### config.mk
export PLATFORM = sky130hd
export DESIGN_NAME = alu
export DESIGN_NICKNAME = d
export VERILOG_FILES = /design/src/rtl/alu.sv
export SDC_FILE = /design/constraint.sdc
export NUM_CORES = 1
export LEC_CHECK = 0
export CELL_PAD_IN_SITES_DETAIL_PLACEMENT = 0
export CELL_PAD_IN_SITES_GLOBAL_PLACEMENT = 1
export CORE_MARGIN = 2
export CORE_UTILIZATION = 35
export DETAILED_ROUTE_END_ITERATION = 10
export PLACE_DENSITY_LB_ADDON = 0.1
export SETUP_SLACK_MARGIN = 0.3
export SLEW_MARGIN = 20
export SYNTH_ARGS = -nofsm -noshare
export SYNTH_HDL_FRONTEND = slang
export SYNTH_SLANG_ARGS = --single-unit
export TNS_END_PERCENT = 10
### constraint.sdc
create_clock -name clock -period 11.1 [get_ports clock]
set_clock_uncertainty 0.1 [all_clocks]
set_input_delay 1.665 -clock clock [delete_from_list [all_inputs] [get_ports clock]]
set_output_delay 1.665 -clock clock [all_outputs]
set_load 0.02 [all_outputs]
### src/rtl/alu.sv
// Registered 8-bit ALU: 16 ops on unsigned A/B, result byte plus carry/status flag.
// Latency 1: operands sampled on rising edge N, result valid after edge N until edge N+1.
// No backpressure: accepts a new operation every cycle, every non-reset edge reloads outputs.
//
// Ports:
//   clock    - single clock, all state updates on rising edge
//   reset    - synchronous active-high, highest priority
//   A, B     - unsigned operands (WIDTH bits)
//   ALU_Sel  - operation select (see op_e)
//   ALU_Out  - registered result
//   CarryOut - registered carry / borrow / overflow / divide-by-zero flag
//   Zero     - registered "result is zero" flag, present only when ALU_ZERO_FLAG_EN is defined

module alu #(
    parameter int WIDTH = 8
) (
    input  logic             clock,
    input  logic             reset,
    input  logic [WIDTH-1:0] A,
    input  logic [WIDTH-1:0] B,
    input  logic [3:0]       ALU_Sel,
    output logic [WIDTH-1:0] ALU_Out,
`ifdef ALU_ZERO_FLAG_EN
    output logic             Zero,
`endif
    output logic             CarryOut
);

    typedef enum logic [3:0] {
        OP_ADD  = 4'h0,
        OP_SUB  = 4'h1,
        OP_MUL  = 4'h2,
        OP_DIV  = 4'h3,
        OP_SHL  = 4'h4,
        OP_SHR  = 4'h5,
        OP_ROL  = 4'h6,
        OP_ROR  = 4'h7,
        OP_AND  = 4'h8,
        OP_OR   = 4'h9,
        OP_XOR  = 4'hA,
        OP_NOR  = 4'hB,
        OP_NAND = 4'hC,
        OP_XNOR = 4'hD,
        OP_GT   = 4'hE,
        OP_EQ   = 4'hF
    } op_e;

    logic [WIDTH-1:0]   alu_out_d, alu_out_q;
    logic               carry_d,   carry_q;
    logic [WIDTH:0]     sum;
    logic [2*WIDTH-1:0] prod;
    logic [WIDTH-1:0]   quot;
    op_e                op;

    assign op = op_e'(ALU_Sel);

    // Wide intermediates so carry/overflow information is not lost to truncation.
    assign sum  = {1'b0, A} + {1'b0, B};
    assign prod = {{WIDTH{1'b0}}, A} * {{WIDTH{1'b0}}, B};
    // Divider is guarded so B==0 never reaches the division operator.
    assign quot = (B == '0) ? '1 : (A / B);

    always_comb begin
        alu_out_d = '0;
        carry_d   = 1'b0;
        case (op)
            OP_ADD: begin
                alu_out_d = sum[WIDTH-1:0];
                carry_d   = sum[WIDTH];
            end
            OP_SUB: begin
                alu_out_d = A - B;
                carry_d   = (A < B);
            end
            OP_MUL: begin
                alu_out_d = prod[WIDTH-1:0];
                carry_d   = |prod[2*WIDTH-1:WIDTH];
            end
            OP_DIV: begin
                alu_out_d = quot;
                carry_d   = (B == '0);
            end
            OP_SHL: begin
                alu_out_d = {A[WIDTH-2:0], 1'b0};
                carry_d   = A[WIDTH-1];
            end
            OP_SHR: begin
                alu_out_d = {1'b0, A[WIDTH-1:1]};
                carry_d   = A[0];
            end
            OP_ROL:  alu_out_d = {A[WIDTH-2:0], A[WIDTH-1]};
            OP_ROR:  alu_out_d = {A[0], A[WIDTH-1:1]};
            OP_AND:  alu_out_d = A & B;
            OP_OR:   alu_out_d = A | B;
            OP_XOR:  alu_out_d = A ^ B;
            OP_NOR:  alu_out_d = ~(A | B);
            OP_NAND: alu_out_d = ~(A & B);
            OP_XNOR: alu_out_d = ~(A ^ B);
            OP_GT:   alu_out_d = {{(WIDTH-1){1'b0}}, (A > B)};
            OP_EQ:   alu_out_d = {{(WIDTH-1){1'b0}}, (A == B)};
            default: begin
                alu_out_d = '0;
                carry_d   = 1'b0;
            end
        endcase
    end

    always_ff @(posedge clock) begin
        if (reset) begin
            alu_out_q <= '0;
            carry_q   <= 1'b0;
        end else begin
            alu_out_q <= alu_out_d;
            carry_q   <= carry_d;
        end
    end

    assign ALU_Out  = alu_out_q;
    assign CarryOut = carry_q;

`ifdef ALU_ZERO_FLAG_EN
    logic zero_d, zero_q;

    // Computed from the next result so it lines up with ALU_Out in the same cycle.
    assign zero_d = (alu_out_d == '0);

    always_ff @(posedge clock) begin
        if (reset) begin
            zero_q <= 1'b1;
        end else begin
            zero_q <= zero_d;
        end
    end

    assign Zero = zero_q;
`endif

endmodule

==> metrics list, run 1 <==
- The run finished with clean final reports.
- The worst pin sits at a relative slew slack of between 30% and 40%.
- Sequential fraction of design power: approximately 5.3%
- At the end of routability-driven placement, the weighted congestion stood at 0.900.
* Avg Synthesized Cell Area: approximately 7.5 µm²
- After layout, the design draws a total of between 600 and 700 µW.
- Fin area: slightly below 7000 µm²
* Synthesized flop and latch total: 9
- Netlist Area Pre-Place: approximately 5400 µm²
* Cell accounting for the most synthesized area: sky130_fd_sc_hd__ha_1
- Cells after synthesis: 723
* Standard cell with the maximum stage delay on the critical path: sky130_fd_sc_hd__clkdlybuf4s50_1
* Slew at the pin with the worst max-slew slack: 1.00 ns
- Counting along the longest clock path gives a buffer depth of 2.
* Max-Cap Viols: 0
- CP Data Arrival Time: about 11 ns
- Final hold vios: 0
- Class of the tightest hold or removal check: primary input to register
* Fraction of power spent switching nets: 50.9%
- After detailed routing, the number of vias per cell comes to about 5.7.
* Hold-fix buffers at CTS: 0
- After synthesis, flip-flops and latches occupy between 3 and 4% of the total area.
- After global routing the overflow that remains totals 0.
- Startpoint Class: primary input
- Of all nets on the critical path, the largest fanout is 7.
- Primary FF master, synth: sky130_fd_sc_hd__dfxtp_1
* Number of antenna violations at the first check in global routing: 0
- During placement, the flow inserted port buffers numbering 30.
* CTS tree: done
- Detailed Place HPWL: 15.5 mm
- IR analysis of the VDD net gives a maximum drop of between 60 and 70 µV.
- P_sw: approximately 350 µW
* Vias in the first global route: 5858
* Floorplan row count: 45
- The total count of max-transition violations in the final report came to 0.
- The detailed router placed around 5800 vias in this run.
- The worst path in the final design needs a cycle of roughly 11 ns, including I/O delays and setup.
- CTS built an H-tree with a depth of 1.
- Num Clock Sinks: 9
- Summed over all cells, the static leakage comes to around 3.2 nW.
- Post-detailed-route count of antenna-violating nets: 0
* Antenna cell count: 0
- Maximum single-stage delay on the critical path: ~0.63 ns
- At the worst endpoint, the required time is approximately 11 ns.
- Classification of the worst setup path: primary input to register
* Most common cell in the synthesized netlist: sky130_fd_sc_hd__ha_1
- Setup slack of the critical path after layout: between 0.3 and 0.4 ns
* Total setup violations reported at the end of the flow: 0
* Share of post-route cells with drive strength above 1: between 10% and 20%
- After the first detailed-routing iteration, the DRC count stood at 491.
* Post-synth EDFFs: 0
- Area of the core: 15100 µm²
- Global routing used between 20% and 30% of the available tracks.
- Initial core utilization: 35.8%
* PD cells: 99.9 nW/µm²
- Cell internal power was estimated by the tool at 336 µW.
- The root buffer cell chosen for the clock tree is sky130_fd_sc_hd__clkbuf_16.
- Total Negative Setup Slacks: 0 ns
- In the synthesized netlist the async set-or-reset flop fraction comes to 0%.
- The die is about 130 µm wide.
- Peak clock frequency supported by timing: around 93 MHz
- Unique masters post-synth: 66
* Core Util, Final: a little under half
- Of the total power, combinational logic draws between 80% and 90%.
- The clock network accounts for about a tenth of the total power.
- Post-CTS clock slew at the launch and capture registers of the worst setup and hold paths: 0.04 ns
- The die is between 100 and 150 µm tall.
- Timing analysis after detailed placement gives a worst setup slack of -0.481 ns.
- Entering global routing, the biggest net connects 37 pins.
- Number of warning messages in the yosys log: 0
- The die covers 16500 µm².
- Detailed Route WL: between 15 and 20 mm
- Nature of the critical path endpoint: register
- Total I/O pin count: 31
- Number of nets in the final layout: 977
- Clock tree synthesis inserted a total of 3 buffers.
- Number of remaining DRC errors: 0
- The area growth from synthesis to layout is 26.4%.
- Commonest cells in the synthesized netlist: sky130_fd_sc_hd__ha_1 (99), sky130_fd_sc_hd__nor2_1 (96), sky130_fd_sc_hd__inv_1 (77)
* Period utilization: ~97%
* Post-synth top area share: approximately 23%
* Initial DRT Pass Iterations: 7
* Synthesized Nets: a little under 900
- After synthesis, the cell types taking the most area are sky130_fd_sc_hd__ha_1 (23%), sky130_fd_sc_hd__fa_1 (14%), sky130_fd_sc_hd__nor2_1 (6.7%).
* Wire length of the first global-routing pass: 31.2 mm
- Setup repair after global routing missed its margin: yes
- Area post-placement: approximately 6500 µm²
* Average wire length per cell after detail routing: roughly 20 µm
-- per-stage QoR --
step,cells,hold slack [ns]
final,1005,2.17
after global routing,1005,2.18
after global placement,985,2.36
after CTS,997,2.15
after floorplan,723,1.81
after detailed placement,985,2.36
-- cell families after synthesis --
| family | share of synthesized area (%) |
|---|---|
| compound gates | 23.4 |
| xor+xnor | 4.53 |
| fa+ha+maj | 36.9 |
| buf+inv | 7.78 |
| flops | 3.33 |
| mux | 5.45 |
| simple gates | 18.6 |
-- flip-flops by register name, indices dropped and copies added, names as in the netlist --
signal    cells
ALU_Out       8
CarryOut      1
-- cell type report --
class / instances / area [µm²]
tap: 188 / 235
clock buffer: 4 / 78.8
sequential: 9 / 180
inverter: 81 / 304
timing repair buffer: 119 / 962
multi-input combinational: 604 / 5090
fill: 1492 / 8300
-- worst max-delay path, delay by kind of cell --
family	cells	cell delay [ns]
mux	5	1.64
fa+ha+maj	7	1.80
simple gates	8	1.71
buf+inv	1	0.63
compound gates	19	3.26
-- cells in the final DEF, fill, tap and decap left out, types with 9 or more instances in the layout --
cell / count
sky130_fd_sc_hd__nand3_1: 14
sky130_fd_sc_hd__nor2_1: 93
sky130_fd_sc_hd__a211oi_1: 11
sky130_fd_sc_hd__clkdlybuf4s50_1: 22
sky130_fd_sc_hd__o21a_1: 10
sky130_fd_sc_hd__inv_1: 77
sky130_fd_sc_hd__o22ai_1: 10
sky130_fd_sc_hd__mux2_4: 10
sky130_fd_sc_hd__a22oi_1: 9
sky130_fd_sc_hd__nor3_1: 20
sky130_fd_sc_hd__ha_1: 92
sky130_fd_sc_hd__nand2_1: 47
sky130_fd_sc_hd__o21ai_0: 27
sky130_fd_sc_hd__dfxtp_1: 9
sky130_fd_sc_hd__a21oi_1: 44
sky130_fd_sc_hd__xnor2_1: 21
sky130_fd_sc_hd__buf_4: 89
sky130_fd_sc_hd__mux2_2: 9
sky130_fd_sc_hd__fa_1: 38
-- metal layers --
| layer | vias to the layer above | routed length, µm | track usage (%) |
|---|---|---|---|
| li1 | 2752 | - | - |
| met1 | 2792 | 9090 | 34.0 |
| met2 | 188 | 9100 | 39.2 |
| met3 | 26 | 1110 | 1.75 |
| met4 | 0 | 404 | 6.27 |
| met5 | - | 0 | 0 |
-- repair_timing --
action | CTS | global route
pin swaps | 19 | 21
endpoints found under the setup margin | 1 | 1
setup buffers | 8 | 8
gates resized for setup | 20 | 20
endpoints found under the hold margin | 0 | 0
-- power by group through the flow --
stage          registers [mW]  logic [mW]  clock network (mW)
2_1_floorplan          0.0410       0.393                   0
3_3_place_gp           0.0370       0.548                   0
3_5_place_dp           0.0369       0.559                   0
4_1_cts                0.0364       0.572              0.0658
5_1_grt                0.0366       0.651              0.0673
6_report               0.0363       0.583              0.0653
-- path summary, 6_finish.rpt --
| path | startpoint | end | slack (ns) | cells past startpoint |
|---|---|---|---|---|
| max | B[1] | ALU_Out[0]$_SDFF_PP0_ | 0.35 | 40 |
| min | reset | ALU_Out[2]$_SDFF_PP0_ | 2.17 | 2 |
(Power assumes the default switching activity.)
==> run 2, diff against run 1 <==
Settings changed: CELL_PAD_IN_SITES_GLOBAL_PLACEMENT 1 to 2, CORE_MARGIN 2 to unset.
Clock period 11.1 ns to 12.12 ns, I/O delays scaled along.
==> metrics list, run 2 (synthesis results as in run 1) <==
- Based on the critical path, the design can be clocked at up to 87.8 MHz.
- Detailed Place HPWL: 15.2 mm
* Fill count: between 1500 and 2000
- Layer carrying the most global-route usage: met2
* Worst-case hold slack: about 2.3 ns
- STA classifies the critical path startpoint as a primary input.
- Number of buffers added by the clock tree synthesis step: 3
- Data arrives at the worst endpoint at roughly 11 ns.
- After the last flow step, the layout net total stands at about 930.
- Met3 usage in global routing: roughly 1.6%
- Chip Height: around 130 µm
* Top library cells by usage in the layout, fill and taps aside: sky130_fd_sc_hd__ha_1 (97), sky130_fd_sc_hd__nor2_1 (93), sky130_fd_sc_hd__inv_1 (77)
- The via count of the first global-routing pass came to 5485.
- Standard cell with the maximum stage delay on the critical path: sky130_fd_sc_hd__or4_4
- The longest clock path from root to sink contains 2 buffers.
- Violation count after the first detailed-routing iteration: around 440
- Required time of the critical path: approximately 12 ns
* Area of the die: ~16000 µm²
* Die W: 126 µm
- Flip-flop and latch area: 180 µm²
- The routed layout has ~5600 vias.
* Initial core utilization: 35.8%
* Min-delay src: reset
- The library cell used most frequently in the layout, excluding fill and tap cells, is sky130_fd_sc_hd__ha_1.
- The congestion estimate from routability-driven global placement came to just under 0.9.
- At the pin with the least slew margin, the transition time is about 0.95 ns.
- The repair_antennas step left the layout with diodes totalling 0.
- The first detailed-routing pass took 7 iterations.
* Num Clock Sinks: 9
* Number of remaining DRC errors: 0
* Total I/O pin count: 31
- The worst hold path terminates at ALU_Out[2]$_SDFF_PP0_.
- Area growth from synthesis to final layout: 16.7%
- Outcome: completed
- The number of hold violations in the final report was 0.
- The multi-input combinational cells in the finished layout cover a total of 4910 µm².
- Wire length of the first global-routing pass: between 30 and 40 mm
- The worst path needs approximately 11 ns of the cycle, external delays included.
- IR analysis of the VDD net gives a maximum drop of between 50 and 60 µV.
* Number of levels in the clock H-tree: 1
* Clock root cell: sky130_fd_sc_hd__clkbuf_16
- The total count of max-transition violations in the final report is 0.
- For this run, global-route usage on met2 was measured as 40.4%.
- Setup violations remaining at the end of the flow were counted as 0.
- Average wire length per cell after detail routing: 20.3 µm
- Post-detailed-route count of antenna-violating nets: 0
* PD cells: around 93 nW/µm²
- Lkg Pwr: 2.88 nW
* Nature of the critical path endpoint: register
* Residual overflow from global routing: 0
* Hold Path Depth: 2
- Hold-fix buffers at CTS: 0
- Share of post-route cells with drive strength above 1: between 10% and 20%
* Floorplan row count: between 40 and 50
- Worst path most repeated cell: sky130_fd_sc_hd__ha_1
- Maximum single-stage delay on the critical path: approximately 0.50 ns
- Setup repair after global routing left no endpoint under its margin.
- Pin count of the biggest net entering global routing: 37
- Tightest slew margin relative to the limit: between 30 and 40%
- Flip-flop count of the largest register, all copies and words added: 8
- Post-CTS clock slew at the launch and capture registers of the worst setup and hold paths: 0.04 ns
- In the global route stage, met1 resource usage came out at between 30% and 40%.
- TritonCTS built the clock tree.
* Number of antenna violations at the first check in global routing: 0
- Period utilization: approximately 94%
* Port buffer count: 30
* Area of the core: 15100 µm²
* Max-Cap Viols: 0
- Critical path fanouts, max: 7
* Classification of the worst setup path: primary input to register
- Post-route total power: approximately 590 µW
- Post-DR vias/cell: 5.85
* Detailed Route WL: roughly 19 mm
- Overall track demand over capacity in global routing: 24.7%
* Class of the tightest hold or removal check: primary input to register
run 2: cell count changes in the layout (fill, tap and decap cells not counted), moves of 3 or more:
| cell | change |
|---|---|
| sky130_fd_sc_hd__ha_4 | -4 |
| sky130_fd_sc_hd__buf_4 | -49 |
| sky130_fd_sc_hd__o21ai_2 | -4 |
| sky130_fd_sc_hd__mux2_4 | -7 |
| sky130_fd_sc_hd__a21oi_2 | -3 |
| sky130_fd_sc_hd__clkbuf_2 | -3 |
| sky130_fd_sc_hd__clkdlybuf4s50_1 | +4 |
| sky130_fd_sc_hd__ha_1 | +5 |
| sky130_fd_sc_hd__o21ai_1 | +4 |
| sky130_fd_sc_hd__a21oi_1 | +4 |
| sky130_fd_sc_hd__mux2_2 | +7 |
run 2: power breakdown:
group | internal, mW | switching, mW
registers | 0.0326 | 0.000710
logic | 0.204 | 0.292
clock network | 0.0441 | 0.0155
total | 0.281 | 0.308
run 2: how the worst max path moves through the flow:
stage,endpoint,startpoint,slack (ns),cells after the start
detailed placement,ALU_Out[0]$_SDFF_PP0_,B[7],-0.40,42
CTS,ALU_Out[0]$_SDFF_PP0_,B[4],0.33,42
floorplan,ALU_Out[0]$_SDFF_PP0_,B[6],0.34,43
finish,ALU_Out[0]$_SDFF_PP0_,B[2],0.73,42
global route,ALU_Out[0]$_SDFF_PP0_,B[2],0.28,42
global placement,ALU_Out[0]$_SDFF_PP0_,B[7],0.05,42
run 2: area by class of cell:
cell class | instances | share of cell area [%]
Timing Repair Buffer | 70 | 9.66
Clock buffer | 4 | 1.25
Tap cell | 188 | 3.72
Multi-Input combinational cell | 604 | 77.7
Inverter | 81 | 4.81
Sequential cell | 9 | 2.85
run 2: per-layer routing:
metal / vias to the layer above / share of wire, %
li1: 2663 / -
met1: 2732 / 48
met2: 173 / 45
met3: 22 / 5.1
met4: 0 / 1.9
met5: - / 0
run 2: timing repair:
action,4_1_cts,5_1_grt
setup buffers,2,2
pin swaps,4,8
endpoints found under the hold margin,0,0
gates resized for setup,8,17
setup endpoints to repair,1,2
run 2: critical path, delay by kind of cell:
kind / cells / cell delay, ns
muxes: 5 / 1.82
AOI/OAI and AO/OA: 20 / 3.35
and+or+nand+nor: 8 / 1.75
adders and majority gates: 7 / 2.04
buffers and inverters: 2 / 0.59
run 2: per-stage QoR:
stage | std cells | worst slack [ns] | utilization (%) | setup TNS, ns | cell area (µm²)
after floorplan | 723 | 0.343 | - | 0 | 5420
after global placement | 948 | 0.0531 | 40.3 | 0 | 6110
after detailed placement | 948 | -0.401 | 40.3 | -0.401 | 6110
after CTS | 954 | 0.327 | 41.2 | 0 | 6240
after global routing | 956 | 0.283 | 41.8 | 0 | 6320
final | 956 | 0.729 | 41.8 | 0 | 6320
